`config.mk`:
```
export PLATFORM = sky130hd
export DESIGN_NAME = maxpool_l1
export DESIGN_NICKNAME = d
export VERILOG_FILES = /design/src/rtl/maxpool_l1.sv
export SDC_FILE = /design/constraint.sdc
export NUM_CORES = 1
export LEC_CHECK = 0
export ABC_AREA = 1
export BUFFER_PORTS_ARGS = -buffer_cell sky130_fd_sc_hd__buf_2
export CELL_PAD_IN_SITES_DETAIL_PLACEMENT = 2
export CELL_PAD_IN_SITES_GLOBAL_PLACEMENT = 2
export CORE_ASPECT_RATIO = 0.75
export CORE_UTILIZATION = 37
export CTS_BUF_LIST = sky130_fd_sc_hd__clkbuf_2 sky130_fd_sc_hd__clkbuf_4 sky130_fd_sc_hd__clkbuf_8
export CTS_CLUSTER_DIAMETER = 30
export DETAILED_ROUTE_END_ITERATION = 10
export PLACE_DENSITY = 0.95
export SYNTH_ARGS = -nofsm -noshare
export SYNTH_HDL_FRONTEND = slang
export SYNTH_SLANG_ARGS = --single-unit
```
`constraint.sdc`:
```
create_clock -name clk -period 3.1 [get_ports clk]
set_input_delay 0.31 -clock clk [delete_from_list [all_inputs] [get_ports clk]]
set_output_delay 0.31 -clock clk [all_outputs]
set_load 0.01 [all_outputs]
```
`src/rtl/maxpool_l1.sv`:
```
//============================================================================
// Module   : maxpool_l1
// Purpose  : 2x2 stride-2 signed max pooling, 64x64 layer-0 -> 32x32 layer-1
// Revision : 1.0  initial release
//============================================================================
`default_nettype none

module maxpool_l1 #(
    parameter int         DW     = 20,
    parameter logic [2:0] L0_SEL = 3'd1,
    parameter logic [2:0] L1_SEL = 3'd3
) (
    input  logic          clk,
    input  logic          reset_n,
    input  logic          start,
    output logic          busy,
    output logic          done,
    output logic          crd,
    output logic [11:0]   caddr_rd,
    input  logic [DW-1:0] cdata_rd,
    output logic          cwr,
    output logic [11:0]   caddr_wr,
    output logic [DW-1:0] cdata_wr,
    output logic [2:0]    csel
);

    typedef enum logic [2:0] {
        S_IDLE = 3'd0,
        S_R0   = 3'd1,
        S_R1   = 3'd2,
        S_R2   = 3'd3,
        S_R3   = 3'd4,
        S_R4   = 3'd5,
        S_W    = 3'd6,
        S_DONE = 3'd7
    } state_t;

    state_t        state_q, state_d;
    logic [4:0]    py_q, py_d;
    logic [4:0]    px_q, px_d;
    logic [DW-1:0] max_q, max_d;
    logic          busy_q, busy_d;
    logic          done_q, done_d;
    logic          crd_q, crd_d;
    logic          cwr_q, cwr_d;
    logic [11:0]   caddr_rd_q, caddr_rd_d;
    logic [11:0]   caddr_wr_q, caddr_wr_d;
    logic [DW-1:0] cdata_wr_q, cdata_wr_d;
    logic [2:0]    csel_q, csel_d;
    logic          row_bit, col_bit;

    function automatic logic [DW-1:0] smax(input logic [DW-1:0] a, input logic [DW-1:0] b);
        return ($signed(a) > $signed(b)) ? a : b;
    endfunction

    always_comb begin
        state_d    = state_q;
        py_d       = py_q;
        px_d       = px_q;
        max_d      = max_q;
        crd_d      = 1'b0;
        cwr_d      = 1'b0;
        done_d     = 1'b0;
        caddr_rd_d = caddr_rd_q;
        caddr_wr_d = caddr_wr_q;
        cdata_wr_d = cdata_wr_q;
        csel_d     = csel_q;
        row_bit    = 1'b0;
        col_bit    = 1'b0;

        // Read data arrives one cycle late, so the sample for Rk is taken leaving R(k+1).
        case (state_q)
            S_IDLE: begin
                if (start) begin
                    state_d = S_R0;
                    py_d    = 5'd0;
                    px_d    = 5'd0;
                end
            end
            S_R0: state_d = S_R1;
            S_R1: begin
                state_d = S_R2;
                max_d   = cdata_rd;
            end
            S_R2: begin
                state_d = S_R3;
                max_d   = smax(max_q, cdata_rd);
            end
            S_R3: begin
                state_d = S_R4;
                max_d   = smax(max_q, cdata_rd);
            end
            S_R4: begin
                state_d    = S_W;
                cdata_wr_d = smax(max_q, cdata_rd);
                caddr_wr_d = {2'b00, py_q, px_q};
            end
            S_W: begin
                {py_d, px_d} = {py_q, px_q} + 10'd1;
                state_d      = (py_q == 5'd31 && px_q == 5'd31) ? S_DONE : S_R0;
            end
            S_DONE: state_d = S_IDLE;
            default: state_d = S_IDLE;
        endcase

        // Outputs are registered, so they are decoded from the state being entered.
        case (state_d)
            S_R0: begin row_bit = 1'b0; col_bit = 1'b0; end
            S_R1: begin row_bit = 1'b0; col_bit = 1'b1; end
            S_R2: begin row_bit = 1'b1; col_bit = 1'b0; end
            S_R3: begin row_bit = 1'b1; col_bit = 1'b1; end
            default: begin row_bit = 1'b0; col_bit = 1'b0; end
        endcase

        case (state_d)
            S_R0, S_R1, S_R2, S_R3: begin
                crd_d      = 1'b1;
                csel_d     = L0_SEL;
                caddr_rd_d = {py_d, row_bit, px_d, col_bit};
            end
            S_W: begin
                cwr_d  = 1'b1;
                csel_d = L1_SEL;
            end
            S_DONE: done_d = 1'b1;
            default: ;
        endcase

        busy_d = (state_d != S_IDLE);
    end

    always_ff @(posedge clk or negedge reset_n) begin
        if (!reset_n) begin
            state_q    <= S_IDLE;
            py_q       <= 5'd0;
            px_q       <= 5'd0;
            max_q      <= '0;
            busy_q     <= 1'b0;
            done_q     <= 1'b0;
            crd_q      <= 1'b0;
            cwr_q      <= 1'b0;
            caddr_rd_q <= 12'd0;
            caddr_wr_q <= 12'd0;
            cdata_wr_q <= '0;
            csel_q     <= 3'd0;
        end else begin
            state_q    <= state_d;
            py_q       <= py_d;
            px_q       <= px_d;
            max_q      <= max_d;
            busy_q     <= busy_d;
            done_q     <= done_d;
            crd_q      <= crd_d;
            cwr_q      <= cwr_d;
            caddr_rd_q <= caddr_rd_d;
            caddr_wr_q <= caddr_wr_d;
            cdata_wr_q <= cdata_wr_d;
            csel_q     <= csel_d;
        end
    end

    assign busy     = busy_q;
    assign done     = done_q;
    assign crd      = crd_q;
    assign cwr      = cwr_q;
    assign caddr_rd = caddr_rd_q;
    assign caddr_wr = caddr_wr_q;
    assign cdata_wr = cdata_wr_q;
    assign csel     = csel_q;

endmodule

`default_nettype wire

```
# Yosys cells after proc, flatten, opt, wreduce, memory -nomap -nowiden
# Cells that the tools add are included.
[word_totals]
reg_bits = 82
latch_bits = 0
mem_bits_rw = 0
mem_bits_ro = 0
input_bits = 23
out_inout_bits = 51
wordCells = 53
memories = 0
[op_classes]
add_sub_neg = 1
n_mul = 0
div = 0
magnitude_cmp = 1
n_eq_ne = 15
shift = 0
muxes = 15
bitwise_logic = 0
reduce_logical = 9
[op_table]
columns = ["operator", "count"]
rows = [
  ["20-bit one-hot mux with 2 select lines", 1],
  ["3-bit one-hot mux with 8 select lines", 1],
  ["3-bit == test, second input constant", 7],
  ["20-bit greater-than comparator", 1],
  ["20-bit two-way mux", 1],
  ["5-bit one-hot mux with 2 select lines", 2],
  ["3-bit by 2-bit == test with 1-bit output, second input constant", 4],
  ["10-bit by 1-bit adder with 10-bit output, second input constant", 1],
  ["5-bit == test, second input constant", 2],
  ["5-bit two-way mux", 2],
  ["3-bit by 1-bit == test with 1-bit output, second input constant", 2],
  ["3-bit two-way mux", 2],
  ["3-bit one-hot mux with 2 select lines", 1],
  ["2-bit OR reduction", 3],
  ["1-bit two-way mux", 5],
  ["2-bit nonzero test", 2],
  ["4-bit OR reduction", 1],
  ["3-bit logical NOT", 1],
  ["3-bit nonzero test", 1],
  ["1-bit logical AND", 1],
]

# Logic depth before layout (Yosys ltp)
[depth]
word_depth = 7
mapped_depth = 16
depth_no_buf = 15

# Worst setup path after synthesis
# No wires, ideal clock.
[synth_timing]
path_type = "input -> register"
from = "input port cdata_rd[19]"
to = "register cdata_wr_q[10], in the netlist cdata_wr[10]"
setup_ns = 0.117
t_arrival_ns = 1.716
required_time_ns = 2.983
path_slack_ns = 1.267
stages = 13
cell_sequence = "inv_1 > ha_1 > nand2_1 > inv_1 > nand2_1 > nand2_1 > a21oi_1 > nand4_1 > nand2_2 > buf_12 > nand3_2 > nand3_1 > nand2_1"
[synth_via]
elab_chain_len = 2
[synth_rtl]
columns = ["item", "line_no", "source"]
rows = [
  ["start: declaration", "20", "input logic [DW-1:0] cdata_rd,"],
  ["20-bit greater-than comparator", "53", "return ($signed(a) > $signed(b)) ? a : b;"],
  ["20-bit two-way mux", "53", ""],
  ["end signal: assignment", "157", "cdata_wr_q <= cdata_wr_d;"],
  ["end: declaration", "48", "logic [DW-1:0] cdata_wr_q, cdata_wr_d;"],
]
# No other way between the ends.
# A chain may end at the register's enable or synchronous reset.

# Worst setup path in the final report
[layout_timing]
from = "register max_q[19]"
to = "register cdata_wr_q[13], in the netlist cdata_wr[13]"
[layout_via]
elab_chain_len = 2
[layout_rtl]
columns = ["item", "line_no", "source"]
rows = [
  ["start: declaration", "41", "logic [DW-1:0] max_q, max_d;"],
  ["start signal: assignment", "150", "max_q <= max_d;"],
  ["20-bit greater-than comparator", "53", ""],
  ["20-bit two-way mux", "53", ""],
]
# No other way between the ends.

==> key figures <==
Run status
  • Status: completed

Power and ir drop
  • VDD IR max: 0.351 mV
  • Pwr/cell area: 1140 mW/mm^2
  • Static leakage: 2.86 nW

Synth
  • Cell Area, Synth: 0.00442 mm^2
  • Synth Warn #: 0
  • Register area share after synthesis: 0.459
  • Syn_area_per_cell: 7.97 um^2
  • Yosys cell types: 28
  • Syn Inst Count: approximately 550
  • Yosys top cell by area: dfrtp_1
  • Synth area leaders: dfrtp_1 (46%), nand2_1 (15%), inv_1 (7.8%)
  • Yosys reg bits: between 80 and 90
  • Post-synth top area share: 0.459

Finish
  • Area of the multi-input gates: roughly 0.0019 mm^2
  • Area grow syn2layout: 14.9%
  • Fillers: 1339
  • Final net count: 667
  • # diodes: 0
  • Ratio of cells with drive above 1 in the final layout: 0.199
  • Register Area: 0.00203 mm^2

Placement
  • Detailed placement HPWL: 10700 um
  • Final GP Congestion: 0.766
  • Port Buffers: 70
  • Pre-CTS WS: approximately 420 ps

Clock tree
  • Root Buffer: clkbuf_8
  • Clock Pin Slew Worst Setup and Hold Paths: 90 ps
  • Number of CTS-inserted buffers: 9
  • Clock latency on the worst-skew pair: 370 ps
  • Clk buf depth: 2
  • CTS Hold Buffers Added: 0
  • Post-cts sizing count: 0
  • Setup repair bufs after CTS: 0
  • CTS H-tree depth: 3
  • Clk sinks: 81
  • CTS tree: yes

STA
  • Max Clk Rate: around 370 MHz
  • Fin crit period: 2720 ps
  • Setup violators final: 0
  • RSZ-0062 raised after global routing: false
  • Slew @ Worst Pin: between 1000 and 1500 ps
  • Max-slew violations: 0
  • Fin Setup TNS: 0 ps
  • Setup Skew: 8.43 ps
  • Period utilisation layout: 0.877
  • Hold Fails Final Rpt: 0
  • Worst relative slew slack: 0.254
  • Final setup margin: ~380 ps

Setup path
  • Most used cell, CP: nand2_1
  • Setup CP Type: reg -> reg
  • Req. time, crit path: 3400 ps
  • Crit-path cells: ha_1 -> nand2_1 -> inv_1 -> nand2_1 -> nand2_1 -> a21oi_1 -> nand3_2 -> nand2_1 -> nand3_1 -> buf_4 -> nand2_1 -> nand3_1 -> nand2_1
  • CP peak stage delay: 410 ps
  • Data arrival, critical path: 3020 ps
  • Worst path slowest cell: dfrtp_1
  • Crit path max fanout: 12
  • Startpoint Class: flip-flop
  • Critical Path End Type: flip-flop

Drt
  • Routed WL per cell: between 20 and 25 um
  • Antenna-violating nets left: 0
  • WL final: 15800 um
  • DRC Markers: 0
  • Pre-antenna DRT Iters: 4
  • Initial drt markers: 204
  • Vias per cell: 5.28
  • Vias: roughly 4200

Floorplanning
  • Initial Utilization: 0.380
  • Cell Rows: 34
  • Top-Level Pins: 74
  • Die Width: 128 um
  • Die H: ~97 um
  • Placeable Area: ~0.012 mm^2
  • Die area: approximately 0.012 mm^2

Global route
  • Global route hottest layer: met2
  • Grt ovf: 0
  • Met1 Track Usage GR: 0.339
  • Met3 usage: 0.0603
  • Tot GR Track Use: 0.274
  • Met2 usage: 0.468
  • Largest net degree at the start of global routing: 82
  • Initial antenna violation count: 0
  • Number of global-route vias before repair: 4895
  • First-pass GRT wire length: 25900 um

Hold path
  • Hold WC Path Type: in -> async

Run
  • Max-cap violation count: 0
-- worst paths after layout --
check | start | endpoint | slack (ps) | depth (start not counted)
setup / recovery | max_q[19] | cdata_wr[13] | 380 | 13
hold / removal | reset_n | cdata_wr[11] | 90 | 1
setup reg to reg | max_q[19] | cdata_wr[13] | 380 | 13
hold reg to reg | csel[0] | csel[0] | 470 | 1
max in group asynchronous | reset_n | caddr_wr[0] | 2220 | 1
min in group clk | cdata_rd[10] | max_q[10] | 310 | 5
-- state kept, by name, indices dropped and copies added, names as in the netlist, 2 cells and up --
signal,flops
cdata_wr,20
max_q,20
caddr_rd,12
caddr_wr,10
px_q,5
py_q,5
state_q,3
csel,2
-- per-layer routing --
layer / part of all wire / routed length, um
met1: 0.43 / 6730
met2: 0.51 / 8050
met3: 0.042 / 664
met4: 0.023 / 358
met5: 0 / 0
-- placed cells by master, fill, tap and decap left out, types with 5 or more instances in the layout --
| cell | count |
|---|---|
| clkbuf_8 | 11 |
| nor2_1 | 15 |
| inv_1 | 92 |
| a21oi_1 | 12 |
| dfrtp_1 | 81 |
| ha_1 | 22 |
| buf_2 | 69 |
| nand3_2 | 22 |
| nand2_1 | 173 |
| buf_4 | 10 |
| nand3_1 | 50 |
| o22ai_1 | 22 |
| o21ai_0 | 18 |
| nand4_1 | 5 |
-- cell usage after synthesis --
cell type and instances:
o211ai_1 1, buf_2 9, nand2_1 173, o21bai_1 1
conb_1 1, a21o_1 1, nor2_4 1, nor3_1 3
nand3b_1 2, dfrtp_1 81, inv_1 92, ha_1 22
nor2_2 1, o32ai_1 1, nand2_2 3, inv_2 2
clkbuf_2 1, buf_4 6, nor2_1 15, o21ai_0 18
buf_12 2, a21oi_1 12, clkbuf_1 6, o22ai_1 22
nand4_1 5, nand3_2 22, nand3_1 50, o21ai_2 1
-- power by group --
part / internal, W / switching [W]
sequential: 0.00147 / 0.000289
combinational: 0.00101 / 0.00225
clock: 0.000345 / 0.000421
total: 0.00282 / 0.00296
-- kinds of logic (layout without fill, tap and decap cells) --
family | count (synthesis) | in the layout | share of synthesized area
compound gates | 57 | 57 | 0.0742
fa+ha+maj | 22 | 22 | 0.0623
buf+inv | 118 | 189 | 0.116
flops | 81 | 81 | 0.459
other cells | 1 | 3 | 0.000849
simple gates | 275 | 275 | 0.288
-- worst max-delay path, delay by kind of cell, from the launching register on --
family / cells / cell delay [ps]
AND/OR/NAND/NOR: 9 / 1190
flip-flops: 1 / 410
buffers and inverters: 2 / 390
adder cells (fa/ha/maj): 1 / 370
AO/OA/AOI/OAI: 1 / 290
-- metrics by stage --
stage / cell area (um^2) / power, W / util / hold slack [ps] / std cells
floorplan: 4430 / 0.00387 / - / 14.4 / 556
global placement: 4890 / 0.00456 / 0.421 / 450 / 773
detailed placement: 4890 / 0.00493 / 0.421 / 462 / 773
CTS: 5080 / 0.00583 / 0.437 / 168 / 789
global route: 5080 / 0.00622 / 0.437 / 195 / 789
finish: 5080 / 0.00578 / 0.437 / 86.8 / 789
-- layout make-up --
class,count,area share
inverters,94,0.0695
clock buffers,12,0.0313
well taps,162,0.0399
multi-input cells,357,0.372
flip-flops and latches,81,0.399
clock inverters,4,0.00518
repair buffers,79,0.0828
Power figures use the tool's default switching activity.
